`config.mk`:
```
export PLATFORM = sky130hd
export DESIGN_NAME = piano_voice_alloc
export DESIGN_NICKNAME = d
export VERILOG_FILES = /design/src/rtl/piano_voice_alloc.sv
export SDC_FILE = /design/constraint.sdc
export NUM_CORES = 1
export LEC_CHECK = 0
export BUFFER_PORTS_ARGS = -buffer_cell sky130_fd_sc_hd__buf_2
export CAP_MARGIN = 20
export CORE_UTILIZATION = 55
export DETAILED_ROUTE_END_ITERATION = 8
export GPL_TIMING_DRIVEN = 0
export PLACE_DENSITY = 0.77
export SLEW_MARGIN = 15
export SYNTH_ARGS = -nofsm -noshare
export SYNTH_HDL_FRONTEND = slang
export SYNTH_SLANG_ARGS = --single-unit
```
`constraint.sdc`:
```
create_clock -name clk -period 4.7 [get_ports clk]
set_clock_uncertainty 0.05 [all_clocks]
set_input_delay 0.705 -clock clk [delete_from_list [all_inputs] [get_ports clk]]
set_output_delay 0.705 -clock clk [all_outputs]
set_load 0.02 [all_outputs]
```
`src/rtl/piano_voice_alloc.sv`:
```
// Two-voice key allocator: synchronised key scan -> per-voice period/gate/key; key-to-gate 3..10 clk, no backpressure.
// Define PIANO_VOICE_STEAL_EN to let a press with both voices busy steal the oldest voice.
module piano_voice_alloc #(
    parameter int WIDTH_COUNTER = 10,
    parameter int NUM_VOICES    = 2
) (
    input  logic                       clk,
    input  logic                       rst,
    input  logic                       ena,
    input  logic [7:0]                 keys,
    output logic [2*WIDTH_COUNTER-1:0] voice_period,
    output logic [1:0]                 voice_gate,
    output logic [5:0]                 voice_key,
    output logic                       alloc_full
);

    if (NUM_VOICES != 2) begin : g_bad_voices
        $error("piano_voice_alloc: NUM_VOICES must be 2");
    end
    if (WIDTH_COUNTER < 10) begin : g_bad_width
        $error("piano_voice_alloc: WIDTH_COUNTER must be >= 10");
    end

    logic [7:0]                          sync1_q, sync1_d;
    logic [7:0]                          key_s_q, key_s_d;
    logic [2:0]                          p_q, p_d;
    logic                                oldest_q, oldest_d;
    logic [1:0]                          gate_q, gate_d;
    logic [1:0][2:0]                     key_q, key_d;
    logic [1:0][WIDTH_COUNTER-1:0]       period_q, period_d;
    logic                                full_q, full_d;
    logic [1:0]                          own;

`ifdef PIANO_VOICE_STEAL_EN
    logic [7:0] supp_q, supp_d;

    always_ff @(posedge clk or posedge rst) begin
        if (rst) begin
            supp_q <= '0;
        end else begin
            supp_q <= supp_d;
        end
    end
`else
    logic [7:0] supp_q;
    assign supp_q = '0;
`endif

    function automatic logic [WIDTH_COUNTER-1:0] note_lut(input logic [2:0] idx);
        logic [9:0] n;
        case (idx)
            3'd0:    n = 10'd955;
            3'd1:    n = 10'd851;
            3'd2:    n = 10'd758;
            3'd3:    n = 10'd716;
            3'd4:    n = 10'd638;
            3'd5:    n = 10'd568;
            3'd6:    n = 10'd506;
            default: n = 10'd478;
        endcase
        return WIDTH_COUNTER'(n);
    endfunction

    // A key owns a voice only while that voice is gated; key_q is stale after release.
    always_comb begin
        for (int v = 0; v < 2; v++) begin
            own[v] = gate_q[v] && (key_q[v] == p_q);
        end
    end

    always_comb begin
        sync1_d  = keys;
        key_s_d  = sync1_q;
        p_d      = p_q;
        oldest_d = oldest_q;
        gate_d   = gate_q;
        key_d    = key_q;
        period_d = period_q;
`ifdef PIANO_VOICE_STEAL_EN
        supp_d   = supp_q;
`endif
        if (!ena) begin
            gate_d = '0;
            p_d    = '0;
`ifdef PIANO_VOICE_STEAL_EN
            supp_d = '0;
`endif
        end else begin
            p_d = p_q + 3'd1;
            if (!key_s_q[p_q]) begin
`ifdef PIANO_VOICE_STEAL_EN
                supp_d[p_q] = 1'b0;
`endif
                for (int v = 0; v < 2; v++) begin
                    if (own[v]) begin
                        gate_d[v] = 1'b0;
                    end
                end
            end else if ((own == 2'b00) && !supp_q[p_q]) begin
                if (!gate_q[0]) begin
                    gate_d[0]   = 1'b1;
                    key_d[0]    = p_q;
                    period_d[0] = note_lut(p_q);
                    oldest_d    = 1'b1;
                end else if (!gate_q[1]) begin
                    gate_d[1]   = 1'b1;
                    key_d[1]    = p_q;
                    period_d[1] = note_lut(p_q);
                    oldest_d    = 1'b0;
`ifdef PIANO_VOICE_STEAL_EN
                end else begin
                    // Evicted key stays suppressed until released so it cannot steal back.
                    supp_d[key_q[oldest_q]] = 1'b1;
                    key_d[oldest_q]         = p_q;
                    period_d[oldest_q]      = note_lut(p_q);
                    oldest_d                = ~oldest_q;
`endif
                end
            end
        end
        full_d = gate_d[0] & gate_d[1];
    end

    always_ff @(posedge clk or posedge rst) begin
        if (rst) begin
            sync1_q  <= '0;
            key_s_q  <= '0;
            p_q      <= '0;
            oldest_q <= 1'b0;
            gate_q   <= '0;
            key_q    <= '0;
            period_q <= '0;
            full_q   <= 1'b0;
        end else begin
            sync1_q  <= sync1_d;
            key_s_q  <= key_s_d;
            p_q      <= p_d;
            oldest_q <= oldest_d;
            gate_q   <= gate_d;
            key_q    <= key_d;
            period_q <= period_d;
            full_q   <= full_d;
        end
    end

    assign voice_period = period_q;
    assign voice_gate   = gate_q;
    assign voice_key    = key_q;
    assign alloc_full   = full_q;

endmodule

```
==> out/results.txt, run 1 <==
status = complete, no violations
critical path endpoint category = flop
CTS hold repair buffers = 0
first-pass GRT wire length = 5.796 mm
share of the yosys chip area belonging to registers = 57.35%
WP data required = 4830 ps
routed len/inst = 13.74 um
Congestion Overflow GR = 0
Tcrit/Tclk final = 53.16%
CTS Buffer Depth = 2
dominant synthesized flop cell = dfrtp_1
core region area = 0.003661 mm2
Place WS = 2206 ps
cts bufs inserted = 5
PostCTS Resize Cnt = 0
Post-Synth Adder-Cell Area = 3.584%
global-route usage over all layers = 19.18%
largest family of logic cells by synthesized area = multiplexers
Clk Latency, worst-skew pair = 290 ps
clk sink count = 48
FF+latch count, synth = 48
I/O Buffers = 39
mux cell area share after synthesis = 16.61%
RSZ-0062 raised after global routing = false
share of cells above drive strength 1 = 38.19%
Net Count, Synth = 168
mean area per synthesized cell = 13.87 um2
Routed WL = 3.393 mm
fin area = 0.002477 mm2
static leakage power = 1.204 nW
fin nets = 215
initial antenna violation count = 0
row count = 22
Peak VDD IR = 0.3328 mV
Via Count = 1,286
H-tree depth = 2
DR pass1 iterations = 4
# setup viols final = 0
GPL Wtd Cong = 0.7531
vias per inst = 5.206
worst setup margin = 2202 ps
Clock Root Buffer = clkbuf_8
setup bufs post-CTS = 0
Initial Util = 57.21%
Post-DP HPWL = 2.543 mm
Die W = 63.71 um
Die ar. = 0.004059 mm2
Synth warnings = 0
ANT cells = 0
type of origin of the critical path = flop
max_slew headroom = 55.55%
Worst-Margin Slew = 661.2 ps
Syn Inst Count = 151
area grow syn2layout = 18.28%
Max-cap violations = 0
Distinct cells, synth = 33
largest net degree at the start of global routing = 29
final hold viol count = 0
pwr/cell area = 543.1 mW/mm2
mapped cell area = 0.002095 mm2
critical path arrival = 2630 ps
Final Util = 67.67%
EDFF count, synth = 0
top-level I/O count = 40
antenna viol nets, final = 0
Fmax = 400.3 MHz
vias in the first global route = 1,278
clock period minus worst slack = 2498 ps
clock transition at the registers of the reported paths = 90 ps
post-synthesis xor/xnor area fraction = 2.927%
TNS Setup = 0 ps
DP Area = 0.002370 mm2
final slew viol count = 0
Synth Area in Compound Gates = 4.002%
Synth Area in Simple Gates = 10.81%
Hold WC Path Type = reg2reg
worst-path maximum fanout = 10
Initial DRC Count = 68
asr flop ratio synth = 100.0%
setup slack, reg-to-reg = 2200 ps
DRC Markers = 0
chip height = 63.71 um
CTS tree = yes
CP Class = reg2reg
## where the power goes
group / total (mW) / internal [mW] / switching, mW
registers: 0.579 / 0.514 / 0.0649
logic: 0.483 / 0.221 / 0.262
clock network: 0.283 / 0.158 / 0.125
total: 1.35 / 0.893 / 0.452
## cell usage in the layout, fill, tap and decap left out, types with 2 or more instances in the layout
| cell | instances |
|---|---|
| nor2_1 | 7 |
| buf_6 | 3 |
| nand4_1 | 2 |
| and3_1 | 3 |
| nand3_1 | 6 |
| o211ai_1 | 2 |
| and2_1 | 2 |
| buf_2 | 40 |
| o21ai_0 | 2 |
| xnor2_1 | 6 |
| mux2_4 | 16 |
| clkbuf_8 | 5 |
| and2b_4 | 3 |
| mux2_1 | 6 |
| inv_1 | 8 |
| dfrtp_1 | 48 |
| a2111oi_1 | 3 |
| and2b_1 | 2 |
| clkbuf_1 | 2 |
| ha_1 | 6 |
| nand2_1 | 7 |
| mux2i_1 | 4 |
## synthesized netlist by cell type (2+ instances only)
master,instances,share of area [%]
a2111oi_1,3,1.4
and2_1,2,0.60
and2b_1,2,0.72
and2b_4,3,1.4
and3_1,3,0.90
buf_6,3,1.6
dfrtp_1,48,57
ha_1,6,3.6
inv_1,9,1.6
mux2_1,6,3.2
mux2_4,16,11
mux2i_1,4,1.9
nand2_1,7,1.3
nand3_1,6,1.4
nand4_1,2,0.60
nor2_1,7,1.3
o211ai_1,2,0.72
o21ai_0,2,0.48
xnor2_1,6,2.5
## kinds of logic (layout without fill, tap and decap cells)
group / count (synthesis) / after routing
buf+inv: 16 / 64
compound gates: 10 / 10
mux: 26 / 26
fa+ha+maj: 6 / 6
xor+xnor: 7 / 7
flops: 48 / 48
simple gates: 38 / 38
## area by class of cell
type,instances,area (um2)
Sequential cell,48,1201
Clock buffer,6,72.57
Fill cell,276,1184
Multi-Input combinational cell,87,794.5
Tap cell,48,60.06
Timing Repair Buffer,40,215.2
Inverter,9,33.78
Buffer,7,65.06
Clock inverter,2,35.03
## flip-flops by register name (all words and copies together), names as in the netlist
name / flops
alloc_full: 1
key_s_d: 8
key_s_q: 8
p_q: 3
voice_gate: 2
voice_key: 6
voice_period: 20
## through the flow
step | hold slack (ps) | power (mW) | instances
4_1_cts | 303.5 | 1.361 | 247
3_5_place_dp | 284.7 | 1.077 | 239
5_1_grt | 310.4 | 1.421 | 247
2_1_floorplan | 281.2 | 0.9271 | 151
6_report | 301.0 | 1.345 | 247
3_3_place_gp | 282.0 | 1.052 | 238
## worst paths after layout
kind,to,startpoint,cells after the start
worst max register to register,voice_period[13],p_q[1],8
worst min-delay path,key_s_q[7],key_s_d[7],0
worst min register to register,key_s_q[7],key_s_d[7],0
min in group asynchronous,key_s_d[7],rst,2
worst max-delay path,voice_period[13],p_q[1],8
max in group asynchronous,voice_gate[0],rst,3
## per-layer routing
| metal | share of wire, % | GRT usage (%) | vias to the layer above |
|---|---|---|---|
| li1 | - | - | 611 |
| met3 | 3.4 | 5.978 | 4 |
| met1 | 44 | 22.00 | 638 |
| met2 | 51 | 33.78 | 33 |
| met4 | 0.80 | 5.966 | 0 |
| met5 | 0 | 0 | - |
## critical path, cell delays in order (launching register included)
cell and delay, ps:
dfrtp_1 430, buf_6 160, inv_1 160, a2111oi_2 80
nor4_2 630, and3_1 280, buf_6 120, buf_8 160
mux2_4 310
Power figures use the tool's default switching activity.
==> run 2: changes to the inputs <==
--- a/config.mk
+++ b/config.mk
@@ -7,10 +7,10 @@
 export LEC_CHECK = 0
 export BUFFER_PORTS_ARGS = -buffer_cell sky130_fd_sc_hd__buf_2
 export CAP_MARGIN = 20
-export CORE_UTILIZATION = 55
+export CORE_UTILIZATION = 54
 export DETAILED_ROUTE_END_ITERATION = 8
 export GPL_TIMING_DRIVEN = 0
-export PLACE_DENSITY = 0.77
+export PLACE_DENSITY = 0.76
 export SLEW_MARGIN = 15
 export SYNTH_ARGS = -nofsm -noshare
 export SYNTH_HDL_FRONTEND = slang
==> constraint.sdc (replaced) <==
create_clock -name clk -period 2.4 [get_ports clk]
set_clock_uncertainty 0.05 [all_clocks]
set_input_delay 0.36 -clock clk [delete_from_list [all_inputs] [get_ports clk]]
set_output_delay 0.36 -clock clk [all_outputs]
set_load 0.02 [all_outputs]
==> out/results.txt, run 2 (synthesis gave the netlist of run 1 again) <==
Initial Util = 56.78% (-0.43 points)
WP data required = 2530 ps (-2300 ps)
Initial DRC Count = 54 (-21%)
Fmax = 430.5 MHz (+7.6%)
area occupied by multi-input gates = 813.3 um2 (+2.4%)
final hold viol count = 0 (unchanged)
Sw Ratio = 34.91% (+1.3 points)
CTS tree = yes
Reg power frac = 43.9% (+0.8 points)
I/O Buffers = 39 (unchanged)
combinational share of power = 37.3% (+1.4 points)
most frequent cells in the layout = dfrtp_1, buf_2, mux2_4
ANT cells = 0 (unchanged)
cts bufs inserted = 5 (unchanged)
critical path endpoint category = flop
dpl cells = 239 (unchanged)
final slew viol count = 0 (unchanged)
Reg area = 0.001201 mm2 (unchanged)
Max-cap violations = 0 (unchanged)
top-level I/O count = 40 (unchanged)
CTS Buffer Depth = 2 (unchanged)
Tcrit/Tclk final = 96.78% (+44 points)
Via Count = 1,285 (-0.078%)
critical path arrival = 2450 ps (-180 ps)
RSZ-0062 raised after global routing = false
clock period minus worst slack = 2323 ps (-175.6 ps)
status = complete, no violations
Place WS = -66.84 ps (-2273 ps)
Post-Layout Cell Count = 248 (+0.40%)
reg2reg path depth = 7 (-1)
row count = 22 (unchanged)
setup slack, reg-to-reg = 80 ps (-2120 ps)
Post-DP HPWL = 2.552 mm (+0.33%)
worst setup margin = 77.26 ps (-2124 ps)
Clk pwr share = 18.7% (-2.3 points)
P_int = 1.680 mW (+88%)
clk sink count = 48 (unchanged)
vias in the first global route = 1,299 (+1.6%)
type of origin of the critical path = flop
Congestion Overflow GR = 0 (unchanged)
Die ar. = 0.004132 mm2 (+1.8%)
initial antenna violation count = 0 (unchanged)
FF-to-FF Start = p_q[0]
CP Class = reg2reg
max reg flops = 20 (unchanged)
commonest non-fill, non-tap cell in the layout = dfrtp_1
Clock Root Buffer = clkbuf_8
worst-path maximum fanout = 10 (unchanged)
routed len/inst = 14.01 um (+2.0%)
fill count = 283 (+2.5%)
core region area = 0.003689 mm2 (+0.75%)
pwr/cell area = 1037 mW/mm2 (+91%)
Die W = 64.28 um (+0.89%)
FF-to-FF End = voice_period[12]
Peak VDD IR = 0.5495 mV (+65%)
DR pass1 iterations = 4 (unchanged)
static leakage power = 1.209 nW (+0.46%)
area grow syn2layout = 18.82%
H-tree depth = 2 (unchanged)
Final Util = 67.47% (-0.20 points)
largest net degree at the start of global routing = 29 (unchanged)
chip height = 64.28 um (+0.89%)
share of cells above drive strength 1 = 40.00% (+1.8 points)
Clk Latency, worst-skew pair = 300 ps (about the same)
Hold WC Path Type = in2async
GPL Wtd Cong = 0.7575 (+0.58%)
vias per inst = 5.181 (-0.48%)
CP max stage delay = 570 ps (-60 ps)
crit path max-delay cell type = a2111oi_1
antenna viol nets, final = 0 (unchanged)
first-pass GRT wire length = 5.796 mm (unchanged)
Critical Path, Cell by Cell = and2b_4 > a2111oi_1 > nor4_4 > and3_1 > buf_6 > buf_8 > mux2_4
global-route usage over all layers = 19.03% (-0.15 points)
fin nets = 216 (+0.47%)
DRC Markers = 0 (unchanged)
Worst-Margin Slew = 589.9 ps (-71.30 ps)
max_slew headroom = 60.57% (+5.0 points)
clock transition at the registers of the reported paths = 90 ps (about the same)
sw power = 900.8 uW (+99%)
CTS hold repair buffers = 0 (unchanged)
# setup viols final = 0 (unchanged)
Routed WL = 3.474 mm (+2.4%)
==> run 2: timing repair <==
action / CTS / global route
hold endpoints to repair: 0 / 0
buffers inserted: 0 / 1
resized for setup: 1 / 2
pin swaps: 0 / 1
gates cloned: 0 / 0
endpoints found under the setup margin: 16 / 8
==> run 2: cell type report <==
cell class              instances  area share, %
flip-flops and latches         48          48.27
multi-input cells              87          32.68
repair buffers                 41          8.949
clock buffers                   6          3.318
plain buffers                   7          2.614
well taps                      48          2.413
inverters                       9          1.357
clock inverters                 2         0.4022
==> run 2: layer usage <==
| layer | global-route usage, % | share of wire, % | wire, um |
|---|---|---|---|
| met5 | 0 | 0 | 0 |
| met1 | 22.41 | 43 | 1499 |
| met2 | 33.42 | 53 | 1826 |
| met3 | 5.357 | 3.7 | 128 |
| met4 | 5.833 | 0.58 | 20 |
==> run 2: power by group through the flow <==
stage	combinational [mW]	clock (mW)	sequential, mW
after global placement	0.924	0	1.13
after global routing	1.04	0.532	1.16
final	0.964	0.483	1.13
after detailed placement	0.953	0	1.15
after CTS	0.964	0.492	1.14
after floorplan	0.449	0	1.37
==> run 2: how the worst max path moves through the flow <==
stage | from | to | slack [ps] | cells after the start
6_report | p_q[0] | voice_period[12] | 80 | 7
5_1_grt | p_q[0] | voice_period[17] | 20 | 7
4_1_cts | p_q[1] | voice_period[12] | 40 | 8
3_5_place_dp | p_q[1] | voice_period[12] | -70 | 8
3_3_place_gp | p_q[1] | voice_period[11] | -7 | 8
2_1_floorplan | p_q[1] | voice_period[10] | 210 | 8
==> run 2: stage by stage <==
stage	total power, mW	area, um2	TNS (ps)	hold slack, ps
2_1_floorplan	1.816	2095	0	281.2
3_3_place_gp	2.059	2350	-37.52	281.5
3_5_place_dp	2.104	2370	-715.6	284.7
4_1_cts	2.592	2471	0	20.48
5_1_grt	2.728	2489	0	40.32
6_report	2.580	2489	0	6.551
==> run 2: critical path: cells and delay by family (launching register included) <==
family                 cells  cell delay, ps
AO/OA/AOI/OAI              1             570
AND/OR/NAND/NOR            3             560
flip-flops                 1             440
multiplexers               1             300
buffers and inverters      2             280
==> run 3: changes to the inputs <==
--- a/config.mk
+++ b/config.mk
@@ -11,6 +11,7 @@
 export DETAILED_ROUTE_END_ITERATION = 8
 export GPL_TIMING_DRIVEN = 0
 export PLACE_DENSITY = 0.76
+export SETUP_SLACK_MARGIN = 0.3
 export SLEW_MARGIN = 15
 export SYNTH_ARGS = -nofsm -noshare
 export SYNTH_HDL_FRONTEND = slang
==> out/results.txt, run 3 (synthesis gave the netlist of run 1 again) <==
Clk Latency, worst-skew pair = 300 ps (about the same)
clock period minus worst slack = 2106 ps (-216.4 ps)
Die W = 64.28 um (unchanged)
Final Util = 71.03% (+3.6 points)
met3 GRT Util = 6.429% (+1.1 points)
Peak VDD IR = 0.5520 mV (+0.44%)
combinational share of power = 38.7% (+1.4 points)
GPL Wtd Cong = 0.8197 (+8.2%)
row count = 22 (unchanged)
TNS Setup = 0 ps (unchanged)
Hold WC Path Type = in2reg
static leakage power = 1.244 nW (+2.8%)
# setup viols final = 0 (unchanged)
setup slack, reg-to-reg = 290 ps (+220 ps)
met2 usage = 36.84% (+3.4 points)
crit path max-delay cell type = dfrtp_2
CP Class = reg2reg
antenna viol nets, final = 0 (unchanged)
Final Total Pwr = 2.653 mW (+2.8%)
Initial Util = 56.78% (unchanged)
first-pass GRT wire length = 6.410 mm (+11%)
final hold viol count = 0 (unchanged)
critical path endpoint category = flop
Clock Root Buffer = clkbuf_8
Tcrit/Tclk final = 87.76% (-9.0 points)
fin nets = 222 (+2.8%)
share of cells above drive strength 1 = 42.72% (+2.7 points)
most frequent cells in the layout = dfrtp_1, buf_2, mux2_4
clock transition at the registers of the reported paths = 80 ps (about the same)
Congestion Overflow GR = 0 (unchanged)
commonest non-fill, non-tap cell in the layout = dfrtp_1
initial antenna violation count = 0 (unchanged)
sw power = 927.8 uW (+3.0%)
Critical Path, Cell by Cell = and2b_4 > a2111oi_4 > nor4_4 > and3_1 > buf_6 > clkbuf_16 > mux2_4
area grow syn2layout = 25.09%
CTS tree = yes
largest net degree at the start of global routing = 30 (+3.4%)
status = complete, no violations
Sw Ratio = 34.98% (+0.067 points)
RSZ-0062 raised after global routing = true
ANT cells = 0 (unchanged)
global routing's busiest layer = met2
final slew viol count = 0 (unchanged)
hold depth = 1
fill count = 262 (-7.4%)
Worst-Margin Slew = 413.2 ps (-176.7 ps)
top-level I/O count = 40 (unchanged)
met1 GRT Util = 25.30% (+2.9 points)
Fmax = 474.8 MHz (+10%)
core region area = 0.003689 mm2 (unchanged)
max reg flops = 20 (unchanged)
worst-path maximum fanout = 6 (-4)
DR pass1 iterations = 4 (unchanged)
CTS Buffer Depth = 2 (unchanged)
clk sink count = 48 (unchanged)
Routed WL = 3.938 mm (+13%)
Max-cap violations = 0 (unchanged)
Die ar. = 0.004132 mm2 (unchanged)
CP max stage delay = 450 ps (-120 ps)
routed len/inst = 15.50 um (+11%)
Post-DP HPWL = 2.557 mm (+0.23%)
WP data required = 2540 ps (about the same)
global-route usage over all layers = 21.54% (+2.5 points)
I/O Buffers = 39 (unchanged)
Initial DRC Count = 40 (-26%)
worst hold margin = 105.7 ps (+99.13 ps)
critical path arrival = 2250 ps (-200 ps)
DRC Markers = 0 (unchanged)
reg2reg path depth = 7 (unchanged)
type of origin of the critical path = flop
Clk pwr share = 18.4% (-0.3 points)
chip height = 64.28 um (unchanged)
P_int = 1.725 mW (+2.7%)
vias per inst = 5.173 (-0.16%)
Via Count = 1,314 (+2.3%)
pwr/cell area = 1012 mW/mm2 (-2.4%)
vias in the first global route = 1,321 (+1.7%)
H-tree depth = 2 (unchanged)
cts bufs inserted = 5 (unchanged)
Reg power frac = 42.9% (-1.0 points)
max_slew headroom = 72.41% (+12 points)
run 3: path summary, 6_finish.rpt:
path                       startpoint               end
max in group asynchronous         rst            p_q[2]
hold reg to reg            key_s_d[7]        key_s_q[7]
min in group asynchronous         rst        key_s_q[4]
setup reg to reg               p_q[0]  voice_period[17]
setup / recovery               p_q[0]  voice_period[17]
hold / removal                keys[2]        key_s_d[2]
run 3: critical path: cells and delay by family (launching register included):
family / cells / cell delay (ps)
multiplexers: 1 / 290
buffers and inverters: 2 / 290
flip-flops: 1 / 450
AND/OR/NAND/NOR: 3 / 860
AO/OA/AOI/OAI: 1 / 40
run 3: per-layer routing:
layer | vias up | share of wire (%)
met5 | - | 0
met4 | 0 | 1.9
met3 | 6 | 4.3
met2 | 40 | 53
met1 | 648 | 41
li1 | 620 | -
run 3: cell type report:
class                   count  area, um2  area share (%)
inverters                   9      36.28           1.385
repair buffers             47      287.8           10.98
clock buffers               8      90.09           3.438
flip-flops and latches     48       1204           45.94
multi-input cells          87      868.3           33.14
plain buffers               7      73.82           2.818
well taps                  48      60.06           2.292
run 3: per-stage QoR:
step	instances	instance area (um2)	worst slack [ps]
finish	254	2620	293.7
global route	254	2620	229.0
CTS	253	2592	285.9
detailed placement	239	2406	111.1
global placement	238	2386	156.3
floorplan	151	2131	341.3
run 3: power groups by stage:
stage / Sequential, mW / Combinational (mW) / Clock (mW)
after floorplan: 1.37 / 0.463 / 0
after global placement: 1.14 / 0.941 / 0
after detailed placement: 1.16 / 0.968 / 0
after CTS: 1.14 / 1.02 / 0.497
after global routing: 1.17 / 1.09 / 0.532
final: 1.14 / 1.03 / 0.487
run 3: timing repair:
action,CTS,global route
resized for setup,8,1
hold endpoints to repair,8,0
hold buffers,1,0
setup endpoints to repair,26,18
setup buffers,5,0
cloned,0,1
pin swaps,3,4
